--- config.mk ---
export PLATFORM = sky130hd
export DESIGN_NAME = mbr_fetch_unit
export DESIGN_NICKNAME = d
export VERILOG_FILES = /design/src/rtl/mic1_pkg.sv /design/src/rtl/mbr_prefetch_buf.sv /design/src/rtl/mbr_fetch_unit.sv
export SDC_FILE = /design/constraint.sdc
export NUM_CORES = 1
export LEC_CHECK = 0
export CAP_MARGIN = 20
export CELL_PAD_IN_SITES_DETAIL_PLACEMENT = 1
export CELL_PAD_IN_SITES_GLOBAL_PLACEMENT = 1
export CORE_UTILIZATION = 22
export DETAILED_ROUTE_END_ITERATION = 12
export PLACE_DENSITY_LB_ADDON = 0.05
export SYNTH_ARGS = -nofsm -noshare
export SYNTH_HDL_FRONTEND = slang
export SYNTH_SLANG_ARGS = --single-unit
--- constraint.sdc ---
create_clock -name clk -period 1.7 [get_ports clk]
set_clock_uncertainty 0.2 [all_clocks]
set_input_delay 0.34 -clock clk [delete_from_list [all_inputs] [get_ports clk]]
set_output_delay 0.34 -clock clk [all_outputs]
set_load 0.1 [all_outputs]
--- src/rtl/mic1_pkg.sv ---
// Shared MIC-1 fetch definitions: fetch state encoding, MBR width, default timeout
// and the byte extend helpers also used by the datapath B-bus mux.
package mic1_pkg;

  localparam int MBR_W                   = 8;
  localparam int MBR_ERR_TIMEOUT_DEFAULT = 16;

  typedef enum logic [2:0] {
    IDLE    = 3'd0,
    REQ     = 3'd1,
    WAIT    = 3'd2,
    PF_REQ  = 3'd3,
    PF_WAIT = 3'd4
  } fetch_state_e;

  function automatic logic [31:0] mbr_sext8(input logic [MBR_W-1:0] b);
    return {{(32-MBR_W){b[MBR_W-1]}}, b};
  endfunction

  function automatic logic [31:0] mbr_zext8(input logic [MBR_W-1:0] b);
    return {{(32-MBR_W){1'b0}}, b};
  endfunction

endpackage

--- src/rtl/mbr_prefetch_buf.sv ---
// One-entry prefetch buffer (valid/address/data) with the hit compare against a lookup
// address. Only instantiated when MBR_FETCH_PREFETCH_EN is defined.
module mbr_prefetch_buf
  import mic1_pkg::*;
#(
  parameter int ADDR_W = 32
) (
  input  logic              clk,
  input  logic              rst,
  input  logic              fill,
  input  logic              inval,
  input  logic [ADDR_W-1:0] fill_addr,
  input  logic [MBR_W-1:0]  fill_data,
  input  logic [ADDR_W-1:0] lookup_addr,
  output logic              hit,
  output logic [MBR_W-1:0]  pf_data
);

  logic              pf_valid_q, pf_valid_d;
  logic [ADDR_W-1:0] pf_addr_q, pf_addr_d;
  logic [MBR_W-1:0]  pf_data_q, pf_data_d;

  always_comb begin
    pf_valid_d = pf_valid_q;
    pf_addr_d  = pf_addr_q;
    pf_data_d  = pf_data_q;
    if (inval) begin
      pf_valid_d = 1'b0;
    end else if (fill) begin
      pf_valid_d = 1'b1;
      pf_addr_d  = fill_addr;
      pf_data_d  = fill_data;
    end
  end

  always_ff @(posedge clk) begin
    if (rst) pf_valid_q <= 1'b0;
    else     pf_valid_q <= pf_valid_d;
  end

  // Address/data are only meaningful while pf_valid_q is set, so they carry no reset.
  always_ff @(posedge clk) begin
    pf_addr_q <= pf_addr_d;
    pf_data_q <= pf_data_d;
  end

  assign hit     = pf_valid_q && (lookup_addr == pf_addr_q);
  assign pf_data = pf_data_q;

endmodule

--- src/rtl/mbr_fetch_unit.sv ---
// MBR byte-fetch engine: req/gnt/rvalid read of one byte per MIR fetch, with WAIT timeout.
// Define MBR_FETCH_PREFETCH_EN to add the next-byte prefetch buffer.
module mbr_fetch_unit
  import mic1_pkg::*;
#(
  parameter int ADDR_W      = 32,
  parameter int TIMEOUT_CYC = MBR_ERR_TIMEOUT_DEFAULT
) (
  input  logic              clk,
  input  logic              rst,
  input  logic              fetch,
  input  logic [ADDR_W-1:0] pc,
  output logic              mem_req,
  output logic [ADDR_W-1:0] mem_addr,
  input  logic              mem_gnt,
  input  logic              mem_rvalid,
  input  logic [MBR_W-1:0]  mem_rdata,
  output logic [MBR_W-1:0]  mbr,
  output logic [31:0]       mbr_sext,
  output logic [31:0]       mbr_zext,
  output logic              mbr_valid,
  output logic              busy,
  output logic              err
);

  localparam int              CNT_W    = (TIMEOUT_CYC > 1) ? $clog2(TIMEOUT_CYC) : 1;
  localparam bit              TO_EN    = (TIMEOUT_CYC != 0);
  localparam logic [CNT_W-1:0] CNT_LAST = CNT_W'((TIMEOUT_CYC > 0) ? TIMEOUT_CYC - 1 : 0);

  fetch_state_e      state_q, state_d;
  logic [ADDR_W-1:0] addr_q, addr_d;
  logic [MBR_W-1:0]  mbr_q, mbr_d;
  logic              vld_q, vld_d;
  logic              err_q, err_d;
  logic [CNT_W-1:0]  cnt_q, cnt_d;
  logic              timeout_hit;

  assign timeout_hit = TO_EN && (cnt_q == CNT_LAST);

`ifdef MBR_FETCH_PREFETCH_EN
  logic              pend_q, pend_d;
  logic [ADDR_W-1:0] pend_addr_q, pend_addr_d;
  logic              merge_q, merge_d;
  logic              pf_fill, pf_inval, pf_hit;
  logic [MBR_W-1:0]  pf_data;
  logic              take_fetch, want_merge, want_pend;
  logic [ADDR_W-1:0] pend_tgt;

  mbr_prefetch_buf #(.ADDR_W(ADDR_W)) u_pf_buf (
    .clk         (clk),
    .rst         (rst),
    .fill        (pf_fill),
    .inval       (pf_inval),
    .fill_addr   (addr_q),
    .fill_data   (mem_rdata),
    .lookup_addr (pc),
    .hit         (pf_hit),
    .pf_data     (pf_data)
  );

  // A fetch arriving during a prefetch either merges with it (same byte) or waits behind it.
  assign take_fetch = fetch && !pend_q && !merge_q;
  assign want_merge = merge_q || (take_fetch && (pc == addr_q));
  assign want_pend  = pend_q || (take_fetch && (pc != addr_q));
  assign pend_tgt   = pend_q ? pend_addr_q : pc;
`endif

  always_comb begin
    state_d = state_q;
    addr_d  = addr_q;
    mbr_d   = mbr_q;
    vld_d   = 1'b0;
    err_d   = err_q;
    cnt_d   = cnt_q;
`ifdef MBR_FETCH_PREFETCH_EN
    pend_d      = pend_q;
    pend_addr_d = pend_addr_q;
    merge_d     = merge_q;
    pf_fill     = 1'b0;
    pf_inval    = 1'b0;
`endif
    case (state_q)
      IDLE: begin
        if (fetch) begin
`ifdef MBR_FETCH_PREFETCH_EN
          if (pf_hit) begin
            mbr_d    = pf_data;
            vld_d    = 1'b1;
            addr_d   = pc + ADDR_W'(1);
            pf_inval = 1'b1;
            state_d  = PF_REQ;
          end else begin
            addr_d  = pc;
            state_d = REQ;
          end
`else
          addr_d  = pc;
          state_d = REQ;
`endif
        end
      end
      REQ: begin
        if (mem_gnt) begin
          state_d = WAIT;
          cnt_d   = '0;
        end
      end
      WAIT: begin
        if (mem_rvalid) begin
          mbr_d = mem_rdata;
          vld_d = 1'b1;
`ifdef MBR_FETCH_PREFETCH_EN
          addr_d   = addr_q + ADDR_W'(1);
          pf_inval = 1'b1;
          state_d  = PF_REQ;
`else
          state_d = IDLE;
`endif
        end else if (timeout_hit) begin
          err_d   = 1'b1;
          state_d = IDLE;
        end else begin
          cnt_d = cnt_q + CNT_W'(1);
        end
      end
`ifdef MBR_FETCH_PREFETCH_EN
      PF_REQ: begin
        merge_d     = want_merge;
        pend_d      = want_pend;
        pend_addr_d = pend_tgt;
        if (mem_gnt) begin
          state_d = PF_WAIT;
          cnt_d   = '0;
        end
      end
      PF_WAIT: begin
        merge_d     = want_merge;
        pend_d      = want_pend;
        pend_addr_d = pend_tgt;
        if (mem_rvalid) begin
          merge_d = 1'b0;
          pend_d  = 1'b0;
          if (want_merge) begin
            mbr_d   = mem_rdata;
            vld_d   = 1'b1;
            addr_d  = addr_q + ADDR_W'(1);
            state_d = PF_REQ;
          end else if (want_pend) begin
            addr_d  = pend_tgt;
            state_d = REQ;
          end else begin
            pf_fill = 1'b1;
            state_d = IDLE;
          end
        end else if (timeout_hit) begin
          // A merged demand fetch that times out is a real fetch failure; a bare prefetch is not.
          merge_d = 1'b0;
          pend_d  = 1'b0;
          if (want_merge) begin
            err_d   = 1'b1;
            state_d = IDLE;
          end else if (want_pend) begin
            addr_d  = pend_tgt;
            state_d = REQ;
          end else begin
            state_d = IDLE;
          end
        end else begin
          cnt_d = cnt_q + CNT_W'(1);
        end
      end
`endif
      default: state_d = IDLE;
    endcase
  end

  always_ff @(posedge clk) begin
    if (rst) begin
      state_q <= IDLE;
      addr_q  <= '0;
      mbr_q   <= '0;
      vld_q   <= 1'b0;
      err_q   <= 1'b0;
      cnt_q   <= '0;
    end else begin
      state_q <= state_d;
      addr_q  <= addr_d;
      mbr_q   <= mbr_d;
      vld_q   <= vld_d;
      err_q   <= err_d;
      cnt_q   <= cnt_d;
    end
  end

`ifdef MBR_FETCH_PREFETCH_EN
  always_ff @(posedge clk) begin
    if (rst) begin
      pend_q  <= 1'b0;
      merge_q <= 1'b0;
    end else begin
      pend_q  <= pend_d;
      merge_q <= merge_d;
    end
  end

  always_ff @(posedge clk) begin
    pend_addr_q <= pend_addr_d;
  end

  assign mem_req = (state_q == REQ) || (state_q == PF_REQ);
  assign busy    = (state_q == REQ) || (state_q == WAIT) || pend_q || merge_q;
`else
  assign mem_req = (state_q == REQ);
  assign busy    = (state_q != IDLE);
`endif

  assign mem_addr  = addr_q;
  assign mbr       = mbr_q;
  assign mbr_sext  = mbr_sext8(mbr_q);
  assign mbr_zext  = mbr_zext8(mbr_q);
  assign mbr_valid = vld_q;
  assign err       = err_q;

endmodule

* Word level (Yosys, flattened, before mapping)
Index checks and enable logic that the tools add are counted.
Cells by class: $add $sub $neg 1, eq/ne operators 8, muxes and demuxes 10, bitwise logic cells 2, reduce and logical (&&, ||, !) cells 9
Operator list (number):
- $mux W3 | 4
- $mux W4 | 3
- $pmux W3 S3 | 1
- $pmux W4 S2 | 1
- $ne A2 B2 Y1 const B | 3
- $reduce_and A3 Y1 | 2
- $add A4 B1 Y4 const B | 1
- $eq A4 B4 Y1 const B | 1
- $reduce_and A2 Y1 | 2
- $reduce_and A4 Y1 | 1
- $eq A3 B1 Y1 const B | 1
- $eq A3 B2 Y1 const B | 1
- $logic_not A3 Y1 | 1
- $ne A3 B3 Y1 const B | 1
- $reduce_bool A3 Y1 | 1
- $ne A2 B1 Y1 const B | 1
- $not A1 Y1 | 2
- $reduce_bool A2 Y1 | 1
- $reduce_or A2 Y1 | 1
- $mux W1 | 1
Word-level totals: register bits after elaboration 49, bits of input ports 45, logic and storage cells 36

* Logic depth before layout (Yosys ltp)
Gate-level depths: netlist of the first run.
depth in word-level cells 4, depth in mapped cells 5, mapped depth without buffers 4

* Worst setup path after synthesis of the first run
OpenSTA, ideal clock, no wires.
path kind register -> output, start reg mbr_q[7], in the netlist mbr[7], end out mbr_sext[10], data arrival time 1.822 ns, data required time 1.160 ns, setup slack -0.662 ns, cell stages (with the launch flop) 2, path buffers 1, cells stage by stage dfxtp_1 buf_4
RTL lines:
- start, declared | RTL line mbr_fetch_unit.sv:32 | logic [MBR_W-1:0] mbr_q, mbr_d;
- start signal, assigned | RTL line mbr_fetch_unit.sv:188 | mbr_q <= mbr_d;
- end, declared | RTL line mbr_fetch_unit.sv:19 | output logic [31:0] mbr_sext,
No word-level cell between the ends.

* Worst setup path in the final report of the first run
start reg state_q[1], end out busy
On the way: longest elaborated chain between the ends 1
RTL lines:
- start, declared | RTL line mbr_fetch_unit.sv:30 | fetch_state_e state_q, state_d;
- start signal, assigned | RTL line mbr_fetch_unit.sv:186 | state_q <= state_d;
- $reduce_bool A3 Y1 | RTL line mbr_fetch_unit.sv:214 | assign busy = (state_q != IDLE);
- end, declared | RTL line mbr_fetch_unit.sv:22 | output logic busy,
Every way passes these cells.

==> results.txt, run 1 <==
The top-level port count came out at 153. The clock input transition at the sequential cells of the worst setup and hold paths came out at around 0.090 ns. The share of power burned in combinational logic came out at 38.0%. The total CTS buffers is 5. The layer flagged by global routing as most heavily used is met2. The path type of the worst min-delay path is input pin to flop. Summed over all nets, the half-perimeter wirelength after detailed placement is 4930 um. Setup repair after global routing could not meet its margin everywhere. The final period demand of the worst path is 1.72 ns. The area share of fa/ha/maj cells after synthesis is 0.553%. STA puts the critical path data required time at between 1 and 1.5 ns. Power spread over the standard cell area amounts to 825 mW/mm^2. In the synthesized netlist, mux cells make up 14.6% of the area. Summing the areas of all xor and xnor instances in the mapped netlist gives 0% of the synthesized area. The number of nets at the end of the flow is 388.

The top cell types in the final layout, fill and taps aside, are buf_12 (87), clkdlybuf4s50_1 (42), dfxtp_1 (38). The capture point of the worst reg-to-reg path is cnt_q[2]$_SDFFE_PP0P_. STA puts the critical path data arrival time at 1.18 ns. The width of the chip is 103 um. The number of placed instances with taps included came out at 467. The total number of placement rows came out at 36. After synthesis, the netlist uses 23 different library cells. For this block, the routed nets add up to 6290 um of wire. Once layout is complete, the utilization of the core stands at 44.8%.

The routed via count divided by cell count came out at 3.94. The tree built by TritonCTS fans out to 48 sinks. The instance area at placement came out at 0.00426 sq mm. The count of hold-fix buffers inserted at cts is 0. The post-route clock period utilization came out at 101%. Fill cells in the final layout number ~1.0k. The design internal power came out at 0.00224 W. The maximum resistive drop on vdd came out at ~0.38 mV.

The final reports fail on setup timing. The pre-CTS setup slack is -0.340 ns. The worst hold path passes through 2 cells. After the first detailed-routing iteration, the DRC count stood at 26.

Global routing used 5.91% of the available met3 tracks. The simple-gate area share of the yosys netlist is 13.9%. The synthesized design contains 48 register bits. The worst setup path is captured at a primary output. The total number of vias came out at 1,874. The startpoint type of the worst setup path is a flop. The maximum number of pins on one net before global-route repair came out at 23.

The compound-gate portion of the synthesized area is 4.37%. The detail route stage leaves a number of antenna-violating nets equal to 0. Cells with a size suffix above 1 make up 35.3% of the layout. The latest clock arrival within the worst-skew pair is 0.30 ns.

The setup slack of the worst register-to-register path is ~0.03 ns. The die outline area is 0.0107 sq mm. The clock network is responsible for 27.8% of the overall power. The global routing usage on met1 is 12.9%. The remaining design rule violation count is 0.

The register share of total power came out at around a third. The post-route worst setup slack is -0.0196 ns. The number of buffers added on ports came out at 128. The number of buffers on the longest clock path is 2.

The post-synthesis instance area is roughly 0.0023 sq mm. The number of antenna violations at the first check in global routing came out at 0. The clock tree synthesis step divided the H-tree into 2 levels. Routability-driven placement finished with a final weighted congestion of 0.651. The number of instances in the synthesized netlist is 247.

The net switching fraction of the power came out at 38.7%. For this run, the register share of the synthesized area comes to 42.5%. The worst hold path terminates at mem_addr[19]$_SDFFE_PP0P_. The max-slew violation count is 0. The critical path is of the flop to primary output type. The library cell used most frequently in the layout, excluding fill and tap cells, is buf_12. The wire length of the first global-routing pass came out at 9710 um.

TritonCTS built the clock tree. The final standard cell count with taps included and fillers excluded came out at 476. The number of iterations in the first detailed-routing pass came out at 4. From bottom edge to top edge, the die measures 103 um.

Global routing consumed, on the met2 layer, 20.9% of the routing resources. Once the floorplan was initialized, standard cells occupied 22.9% of the core. The static leakage came out at 1.80 nW. The number of global-route vias before repair is 1,864.

The startpoint identified for the worst hold timing path is rst. The run finished, with violations left. The all-layer global routing usage came out at between 10% and 20%. Relative to the synthesized area, the layout overhead comes to 95.3%. After synthesis, the largest family of logic cells by area is buffers and inverters. The warning count from the yosys run came out at 0. The highest achievable clock rate came out at about 0.58 GHz.

The tree is rooted in a clkbuf_8. The count of final hold-check violations came to 0. The post-synthesis area per instance came out at 9.16 sq um. The placeable core region is around 0.01 sq mm. The average detailed-routed wire length per instance came out at about 13 um. The remaining global-route overflow is 0. The final cell area excluding filler cells came out at 0.00442 sq mm.

The worst register-to-register path has a depth of 4. The max capacitance violation total came out at 0. The number of endpoints failing setup at the final stage is 1. Of all nets on the critical path, the largest fanout is 6. The power spent charging and discharging nets came out at 0.00141 W. The worst register-to-register path begins at state_q[0]$_SDFFE_PP0P_. The area of the multi-input gates came out at 863 sq um.

The diode insertion count for antenna repair came out at 0. The register area came out at around 980 sq um.
==> how the worst max path moves through the flow <==
stage,depth (start not counted),slack (ns),end,from
final,3,-0.02,busy,state_q[1]$_SDFFE_PP0P_
after global routing,3,-0.06,busy,state_q[1]$_SDFFE_PP0P_
after CTS,3,-0.04,busy,state_q[1]$_SDFFE_PP0P_
after detailed placement,4,-0.34,cnt_q[2]$_SDFFE_PP0P_,mem_rvalid
after global placement,4,-0.33,cnt_q[2]$_SDFFE_PP0P_,mem_rvalid
after floorplan,4,0.03,cnt_q[2]$_SDFFE_PP0P_,state_q[1]$_SDFFE_PP0P_
==> sequential cells by signal, summed over array words and instances, names as in the netlist <==
register and flops:
mbr_valid 1, cnt_q 4, err 1, state_q 2, mbr 8, mem_addr 32
==> timing repair <==
item	CTS	global route
endpoints found under the setup margin	4	4
resized for setup	7	1
gates cloned	0	0
pin swaps	2	5
setup buffers	1	0
==> cell families (layout without fill, tap and decap cells) <==
kind of cell | after synthesis | after routing
adders and majority gates | 1 | 1
AOI/OAI and AO/OA | 17 | 17
and+or+nand+nor | 68 | 68
muxes | 33 | 33
buffers and inverters | 79 | 152
other | 1 | 24
DFF | 48 | 48
==> final cells by class <==
| cell class | instances | share of cell area (%) |
|---|---|---|
| clock buffer | 5 | 1.56 |
| clock inverter | 3 | 1.56 |
| inverter | 2 | 0.170 |
| multi-input combinational | 143 | 19.5 |
| sequential | 48 | 22.1 |
| tap | 133 | 3.76 |
| timing repair buffer | 142 | 51.3 |
==> metal layers <==
metal / up-vias / part of all wire (%)
met3: 5 / 11
li1: 909 / -
met2: 77 / 52
met1: 883 / 37
met5: - / 0
met4: 0 / 0.72
==> synth_stat cells (all sizes together) <==
cell / count / area [sq um]
a21oi: 10 / 50.1
a31oi: 3 / 18.8
and3: 1 / 6.26
buf: 69 / 505
clkbuf: 8 / 30.0
conb: 1 / 3.75
dfxtp: 48 / 961
ha: 1 / 12.5
inv: 2 / 7.51
mux2i: 33 / 330
nand2: 8 / 30.0
nand2b: 1 / 6.26
nand3: 10 / 50.1
nand3b: 4 / 30.0
nor2: 36 / 135
nor2b: 2 / 12.5
nor3b: 1 / 7.51
o211ai: 3 / 22.5
o21a: 1 / 7.51
or2: 1 / 6.26
or3: 2 / 12.5
or3b: 2 / 17.5
==> per-stage QoR <==
| step | power, W | setup TNS (ns) | hold slack [ns] |
|---|---|---|---|
| after floorplan | 0.00222 | 0 | 0.269 |
| after global placement | 0.00265 | -6.94 | 0.290 |
| after detailed placement | 0.00266 | -7.42 | 0.301 |
| after CTS | 0.00370 | -0.0380 | 0.239 |
| after global routing | 0.00380 | -0.157 | 0.237 |
| final | 0.00365 | -0.0196 | 0.237 |
==> critical path, stage by stage (launching register included) <==
cell and delay (ns):
dfxtp_2 0.33, buf_6 0.13, or2_4 0.25, buf_12 0.17
==> power groups by stage <==
stage,registers [W],clock network (W),logic (W)
6_report,0.00125,0.00101,0.00139
5_1_grt,0.00126,0.00110,0.00144
4_1_cts,0.00125,0.00105,0.00140
3_5_place_dp,0.00127,0,0.00139
3_3_place_gp,0.00127,0,0.00138
2_1_floorplan,0.00164,0,0.000581
No activity file was read; power rests on OpenSTA's default activity.
==> run 2: changes to the inputs <==
--- a/config.mk
+++ b/config.mk
@@ -13,4 +13,5 @@
 export PLACE_DENSITY_LB_ADDON = 0.05
 export SYNTH_ARGS = -nofsm -noshare
 export SYNTH_HDL_FRONTEND = slang
+export SYNTH_HIERARCHICAL = 1
 export SYNTH_SLANG_ARGS = --single-unit
==> results of run 2 <==
The final DEF is identical to that of run 1; final timing and power are the same.
Main changes from that run: Yosys warning count 0 -> 6
